===== src/rtl/bcd_score_to_binary.sv =====
// Decimal digit set to binary score converter, one digit per cycle.
// Ports: clk/resetn, in_valid/in_ready/digits_in, out_valid/out_ready, bin_out/err/ovf.
module bcd_score_to_binary #(
    parameter int DIGITS = 5,
    parameter int DIG_W  = 5,
    parameter int BIN_W  = 17
) (
    input  logic                    clk,
    input  logic                    resetn,
    input  logic                    in_valid,
    output logic                    in_ready,
    input  logic [DIGITS*DIG_W-1:0] digits_in,
    output logic                    out_valid,
    input  logic                    out_ready,
    output logic [BIN_W-1:0]        bin_out,
    output logic                    err,
    output logic                    ovf
);

    localparam int IDX_W = (DIGITS > 1) ? $clog2(DIGITS) : 1;
    localparam int TMP_W = BIN_W + 4;
    localparam logic [IDX_W-1:0] IDX_TOP = IDX_W'(DIGITS - 1);
    localparam logic [TMP_W-1:0] BIN_MAX = {4'b0, {BIN_W{1'b1}}};

    typedef enum logic [1:0] {
        IDLE,
        CONV,
        DONE
    } state_t;

    state_t                  state;
    state_t                  state_d;
    logic [DIGITS*DIG_W-1:0] dig_q;
    logic [BIN_W-1:0]        acc;
    logic [BIN_W-1:0]        acc_nxt;
    logic [IDX_W-1:0]        idx;
    logic [DIG_W-1:0]        dsel;
    logic                    dbad;
    logic [3:0]              dnib;
    logic [TMP_W-1:0]        tmp;
    logic                    sat;
    logic                    accept;
    logic                    last;

    // Digit datapath: clamp out-of-range digits to 9, then
    // acc*10+d in a widened sum so overflow is visible.
    always_comb begin
        dsel    = dig_q[idx*DIG_W +: DIG_W];
        dbad    = dsel > DIG_W'(9);
        dnib    = dbad ? 4'd9 : dsel[3:0];
        tmp     = TMP_W'(acc) * TMP_W'(10) + TMP_W'(dnib);
        sat     = ovf || (tmp > BIN_MAX);
        acc_nxt = sat ? {BIN_W{1'b1}} : tmp[BIN_W-1:0];
        last    = (idx == '0);
        accept  = (state == IDLE) && in_valid && in_ready;
    end

    always_comb begin
        state_d = state;
        unique case (state)
            IDLE: if (accept) state_d = CONV;
            CONV: if (last) state_d = DONE;
            DONE: if (out_ready) state_d = IDLE;
            default: state_d = IDLE;
        endcase
    end

    // Handshake flags are registered copies of the next state,
    // so in_ready stays low through reset and for one cycle after a handoff.
    always_ff @(posedge clk or negedge resetn) begin
        if (!resetn) begin
            state     <= IDLE;
            in_ready  <= 1'b0;
            out_valid <= 1'b0;
            dig_q     <= '0;
            acc       <= '0;
            idx       <= '0;
            bin_out   <= '0;
            err       <= 1'b0;
            ovf       <= 1'b0;
        end else begin
            state     <= state_d;
            in_ready  <= (state_d == IDLE);
            out_valid <= (state_d == DONE);
            if (accept) begin
                dig_q <= digits_in;
                acc   <= '0;
                err   <= 1'b0;
                ovf   <= 1'b0;
                idx   <= IDX_TOP;
            end
            if (state == CONV) begin
                acc <= acc_nxt;
                if (dbad) err <= 1'b1;
                if (sat) ovf <= 1'b1;
                if (last) bin_out <= acc_nxt;
                else idx <= idx - 1'b1;
            end
        end
    end

endmodule


===== config.mk =====
export PLATFORM = sky130hd
export DESIGN_NAME = bcd_score_to_binary
export DESIGN_NICKNAME = d
export VERILOG_FILES = /design/src/rtl/bcd_score_to_binary.sv
export SDC_FILE = /design/constraint.sdc
export NUM_CORES = 1
export LEC_CHECK = 0
export CORE_MARGIN = 2
export CORE_UTILIZATION = 32
export CTS_BUF_LIST = sky130_fd_sc_hd__clkbuf_8
export DETAILED_ROUTE_END_ITERATION = 7
export GPL_TIMING_DRIVEN = 0
export HOLD_SLACK_MARGIN = 0.15
export PLACE_DENSITY = 0.51
export SKIP_LAST_GASP = 1
export SYNTH_ARGS = -nofsm -noshare
export SYNTH_HDL_FRONTEND = slang
export SYNTH_SLANG_ARGS = --single-unit

===== constraint.sdc =====
create_clock -name clk -period 5.7 [get_ports clk]
set_input_delay 1.14 -clock clk [delete_from_list [all_inputs] [get_ports clk]]
set_output_delay 1.14 -clock clk [all_outputs]
set_load 0.01 [all_outputs]

==> impl_metrics.env, run 1 <==
export IMPL_status="complete, no violations"
export IMPL_grt_max_degree=69
export IMPL_pin_count=50
export IMPL_die_w_um=120
export IMPL_slowest_delay_ps=580
export IMPL_layout_nets=602
export IMPL_finalHoldViolCount=0
export IMPL_yosys_area_share_simple=0.206
export IMPL_regToRegSetupSlack_ps=1040
export IMPL_synth_top_area_share=0.394
export IMPL_wirelength_um=11600
export IMPL_antenna_found_initial=0
export IMPL_drtIter0Drc=209
export IMPL_final_common_cell="nand2_1"
export IMPL_synthMuxAreaShare=0.0336
export IMPL_setup_tns_ps=0
export IMPL_clockBufferDepth=2
export IMPL_async_flop_share=1.00
export IMPL_cts_buffers=9
export IMPL_initial_core_util=0.327
export IMPL_die_area_sq_um=14400
export IMPL_drive_above_1_share=0.0721
export IMPL_synth_seq_area_share=0.394
export IMPL_syn_area_per_cell_sq_um=9.07
export IMPL_max_cap_violations=0
export IMPL_hold_buffers=0
export IMPL_tightest_slew_ps=1060
export IMPL_fp_row_count=42
export IMPL_syn_area_sq_um=4320
export IMPL_crit_chain="clkbuf_1 > mux4_2 > nor2b_1 > a31oi_1 > nand2_1 > or2_2 > fa_1 > nor2b_1 > o2111ai_1 > nor3_1 > nand4_1 > nor3_2 > nand3_1 > mux2i_4 > buf_6 > a31oi_1"
export IMPL_num_vias=3774
export IMPL_ys_ff_latch=68
export IMPL_fin_crit_ps=4660
export IMPL_io_buffers=49
export IMPL_fill_cells=1374
export IMPL_critPathMaxFanout=10
export IMPL_setup_viol=0
export IMPL_crit_path_start_kind="flip-flop"
export IMPL_yosysTopAreaCell="dfrtp_1"
export IMPL_core_area_sq_um=13200
export IMPL_synth_fa_ha_area_frac=0.111
export IMPL_skew_ps=14.1
export IMPL_report_final_slew_viol_count=0
export IMPL_grt_pass1_vias=3588
export IMPL_crit_slowest_cell="mux4_2"
export IMPL_gp_congestion=0.769
export IMPL_hpwlAfterDp_um=8880
export IMPL_path_class="flip-flop to flip-flop"
export IMPL_track_usage=0.167
export IMPL_synth_compound_area_share=0.179
export IMPL_clock_fmax_mhz=215
export IMPL_cts_tree="yes"
export IMPL_die_h_um=120
export IMPL_period_share=0.817
export IMPL_first_pass_iters=5
export IMPL_synth_xor_area_share=0.0365
export IMPL_insertion_delay_ps=360
export IMPL_synth_edf_count=0
export IMPL_cts_htree_levels=3
export IMPL_synth_top_family_by_area="simple AND/OR/NAND/NOR gates"
export IMPL_ant_nets=0
export IMPL_max_slew_margin=0.287
export IMPL_worstPathArrival_ps=4880
export IMPL_syn_inst=476
export IMPL_clock_root_buffer="clkbuf_8"
export IMPL_crit_family="simple AND/OR/NAND/NOR gates"
export IMPL_grt_pass1_wl_um=18900
export IMPL_cp_end_kind="flip-flop"
export IMPL_synth_net_count=542
export IMPL_detail_route_wl_per_cell_um=16.1
export IMPL_layout_common_cells="94 x nand2_1, 68 x dfrtp_1, 48 x clkdlybuf4s50_1"
export IMPL_vias_per_cell=5.26
export IMPL_area_growth_pct=21.5
export IMPL_critical_path_buf_inv_count=2
export IMPL_grt_remaining_overflow=0
export IMPL_synth_distinct_cells=62
export IMPL_ys_warn_count=0
export IMPL_clk_pin_slew_ps=80
export IMPL_cts_setup_buffers=0
export IMPL_ctsResizeCount=0
export IMPL_rsz0062_at_grt="no"
export IMPL_ys_top_cells_by_area="dfrtp_1 39%, ha_1 10%, nand2_1 8.2%"
export IMPL_clkSinkCount=68
export IMPL_min_path_type="flip-flop to flip-flop"
export IMPL_remaining_drc_errors=0
export IMPL_synth_ff_type="dfrtp_1"
export IMPL_crit_required_ps=5930
export IMPL_diodes=0
==> routing by layer <==
metal  global-route usage  share of wire  up-vias
li1                     -              -     1840
met1                0.241           0.49     1833
met2                0.255           0.46       94
met3               0.0380          0.048        7
met4               0.0338         0.0070        0
met5                    0              0        -
==> final cells by class <==
type / instances / area, sq um / area share
Multi-Input combinational cell: 369 / 2440 / 0.466
Sequential cell: 68 / 1700 / 0.325
Inverter: 13 / 48.8 / 0.00931
Tap cell: 176 / 220 / 0.0420
Timing Repair Buffer: 49 / 488 / 0.0931
Clock inverter: 4 / 55.1 / 0.0105
Clock buffer: 12 / 165 / 0.0315
Buffer: 26 / 124 / 0.0236
==> final timing paths <==
| kind | startpoint | to | cells after the start |
|---|---|---|---|
| min | dig_q[16] | dig_q[16] | 2 |
| max reg2reg | idx[0] | acc[11] | 16 |
| max | idx[0] | acc[11] | 16 |
| min in group asynchronous | resetn | state[1] | 1 |
| max in group asynchronous | resetn | dig_q[7] | 1 |
| min reg2reg | dig_q[16] | dig_q[16] | 2 |
==> Yosys cell counts (all sizes together) (2+ instances only) <==
master,n
o311ai,2
nand3,7
o2111ai,4
a21o,9
o21a,3
nor4b,2
or4,2
and2,4
nor2b,11
dfrtp,68
o21ai,13
fa,2
nor4,2
xnor2,9
xor2,9
nor3b,3
nor2,38
a311oi,2
ha,35
inv,13
nor3,7
clkbuf,21
mux2i,2
a211oi,2
mux4,5
and3,2
buf,5
a31oi,40
or2,2
nand2b,4
nand2,94
o22ai,2
nand4,6
a21oi,29
==> sequential cells by signal (all words and copies together) (netlist names) <==
signal / count
dig_q: 25
acc: 17
bin_out: 17
idx: 3
state: 2
err: 1
in_ready: 1
out_valid: 1
ovf: 1
==> metrics by stage <==
stage	std cells	area (sq um)	util	setup slack, ps	hold slack [ps]
CTS	717	5240	0.398	972	482
detailed placement	701	5020	0.381	998	463
floorplan	476	4320	-	1770	440
global route	717	5240	0.398	558	507
global placement	701	5030	0.381	1070	457
finish	717	5240	0.398	1040	478
==> cells by family (layout without fill, tap and decap cells) <==
| kind of cell | after synthesis | in the layout |
|---|---|---|
| AOI/OAI and AO/OA | 119 | 119 |
| muxes | 7 | 7 |
| buffers and inverters | 39 | 104 |
| adders and majority gates | 37 | 37 |
| DFF | 68 | 68 |
| xor gates and xnor gates | 18 | 18 |
| and+or+nand+nor | 188 | 188 |
==> worst min-delay path: stages, from the launching register on <==
cell     delay, ps
dfrtp_1        340
nand2_1         50
nand2_1         50
Power of run 1 is left out: the tool's default activity adds up to more than one toggle a clock period on the data nets, which glitch-free logic cannot reach.
==> run 2, diff against run 1 <==
--- a/config.mk
+++ b/config.mk
@@ -11,7 +11,7 @@
 export DETAILED_ROUTE_END_ITERATION = 7
 export GPL_TIMING_DRIVEN = 0
 export HOLD_SLACK_MARGIN = 0.15
-export PLACE_DENSITY = 0.51
+export PLACE_DENSITY = 0.52
 export SKIP_LAST_GASP = 1
 export SYNTH_ARGS = -nofsm -noshare
 export SYNTH_HDL_FRONTEND = slang
==> constraint.sdc (replaced) <==
create_clock -name clk -period 3.8 [get_ports clk]
set_input_delay 0.76 -clock clk [delete_from_list [all_inputs] [get_ports clk]]
set_output_delay 0.76 -clock clk [all_outputs]
set_load 0.01 [all_outputs]
==> run 2 against run 1 <==
The run now ends with negative setup slack left. Sequential share of layout area down 2.5 points. Setup slack worse by 1200 ps. Critical path depth up 3. Flip-flop and latch count unchanged. Utilization up 3.3 points. Die area unchanged. Maximum frequency up 18%. Register-to-register slack worse by 1200 ps. Count of clock-buffer cells in the layout down 1. Wire length up 6.4%. Hold slack worse by 4.7 ps. Via count up 4.2%. Critical path type unchanged. Highest routed layer unchanged.
==> impl_metrics.env, run 2 (synthesis results as in run 1) <==
export IMPL_r2r_start="idx[0]"
export IMPL_drive_above_1_share=0.168
export IMPL_setup_viol=35
export IMPL_cts_tree="yes"
export IMPL_ant_nets=0
export IMPL_vias_per_cell=5.25
export IMPL_crit_path_end="bin_out[5]"
export IMPL_largest_reg_flops=25
export IMPL_grt_remaining_overflow=0
export IMPL_fill_cells=1324
export IMPL_die_area_sq_um=14400
export IMPL_cts_buffers=9
export IMPL_gp_congestion=0.794
export IMPL_skew_ps=13.0
export IMPL_clockBufferDepth=2
export IMPL_crit_path_start_kind="flip-flop"
export IMPL_clk_pin_slew_ps=70
export IMPL_setup_tns_ps=-4510
export IMPL_reg_top3="dig_q: 25 flops, acc: 17 flops, bin_out: 17 flops"
export IMPL_layout_common_cells="93 x nand2_1, 68 x dfrtp_1, 48 x clkdlybuf4s50_1"
export IMPL_detail_route_wl_per_cell_um=16.4
export IMPL_clock_root_buffer="clkbuf_8"
export IMPL_grt_pass1_wl_um=19900
export IMPL_num_vias=3934
export IMPL_finalHoldViolCount=0
export IMPL_regMostFlops="dig_q"
export IMPL_worstReg2RegEnd="bin_out[5]"
export IMPL_worstPathArrival_ps=4160
export IMPL_crit_required_ps=4000
export IMPL_wirelength_um=12300
export IMPL_core_area_sq_um=13200
export IMPL_grt_pass1_vias=3890
export IMPL_final_cells=749
export IMPL_tightest_slew_ps=966
export IMPL_cp_end_kind="flip-flop"
export IMPL_finalInstanceArea_sq_um=5670
export IMPL_fin_crit_ps=3950
export IMPL_antenna_found_initial=0
export IMPL_final_common_cell="nand2_1"
export IMPL_drtIter0Drc=201
export IMPL_place_area_sq_um=5020
export IMPL_max_cap_violations=0
export IMPL_initial_core_util=0.327
export IMPL_report_final_slew_viol_count=0
export IMPL_critPathMaxFanout=5
export IMPL_layout_nets=635
export IMPL_multi_input_area_sq_um=2610
export IMPL_insertion_delay_ps=360
export IMPL_path_class="flip-flop to flip-flop"
export IMPL_r2r_cells=19
export IMPL_clock_fmax_mhz=253
export IMPL_die_h_um=120
export IMPL_remaining_drc_errors=0
export IMPL_max_slew_margin=0.351
export IMPL_fp_row_count=42
export IMPL_hold_buffers=0
export IMPL_regArea_sq_um=1700
export IMPL_pin_count=50
export IMPL_grt_max_degree=69
export IMPL_violations="negative setup slack"
export IMPL_dp_cells=701
export IMPL_track_usage=0.177
export IMPL_die_w_um=120
export IMPL_diodes=0
export IMPL_period_share=1.04
export IMPL_io_buffers=49
export IMPL_cts_htree_levels=3
export IMPL_hpwlAfterDp_um=8830
export IMPL_startpoint="idx[0]"
export IMPL_clkSinkCount=68
export IMPL_regToRegSetupSlack_ps=-150
export IMPL_status="finished with violations"
export IMPL_setup_ws_ps=-154
export IMPL_pre_cts_ws_ps=-657
export IMPL_area_growth_pct=31.5
export IMPL_min_path_type="flip-flop to flip-flop"
export IMPL_rsz0062_at_grt="yes"
export IMPL_first_pass_iters=4
-- run 2: what timing repair did --
item	in CTS	in global routing
gates resized for setup	21	19
gates cloned	3	0
pin swaps	10	10
endpoints found under the setup margin	35	35
buffers inserted	27	4
-- run 2: area by class of cell --
type	instances	share of cell area
multi-input combinational	369	0.460
sequential	68	0.300
timing repair buffer	83	0.135
tap	176	0.0388
clock buffer	11	0.0267
buffer	25	0.0232
clock inverter	4	0.00860
inverter	13	0.00860
-- run 2: worst min-delay path by stage --
stage / startpoint / to / slack [ps] / depth (start not counted)
2_1_floorplan: dig_q[10] / dig_q[10] / 440 / 2
3_3_place_gp: dig_q[16] / dig_q[16] / 450 / 2
3_5_place_dp: dig_q[4] / dig_q[4] / 460 / 2
4_1_cts: dig_q[15] / dig_q[15] / 480 / 2
5_1_grt: dig_q[5] / dig_q[5] / 510 / 2
6_report: dig_q[15] / dig_q[15] / 470 / 2
-- run 2: per-stage QoR --
stage / hold WS, ps / util
floorplan: 440 / -
global placement: 454 / 0.381
detailed placement: 462 / 0.381
CTS: 476 / 0.419
global route: 505 / 0.430
finish: 473 / 0.430
-- run 2: per-layer routing --
layer | part of all wire | wire, um | up-vias | GRT usage
li1 | - | - | 1904 | -
met1 | 0.46 | 5710 | 1940 | 0.245
met2 | 0.48 | 5850 | 77 | 0.275
met3 | 0.047 | 575 | 13 | 0.0437
met4 | 0.013 | 165 | 0 | 0.0493
met5 | 0 | 0 | - | 0
-- run 2: critical path, cell delays in order (launching register included) --
cell,delay [ps]
dfrtp_1,360
buf_8,130
mux4_2,490
nor2b_4,150
a31oi_4,190
nand2_2,110
nor2_2,130
ha_2,200
inv_2,40
fa_2,350
nor2b_2,150
o2111ai_2,150
nor3_2,200
nand4_1,190
nor3_4,220
nand3_2,130
mux2i_4,250
buf_6,150
buf_6,120
a31oi_1,70
Power of run 2 is left out for the same reason.
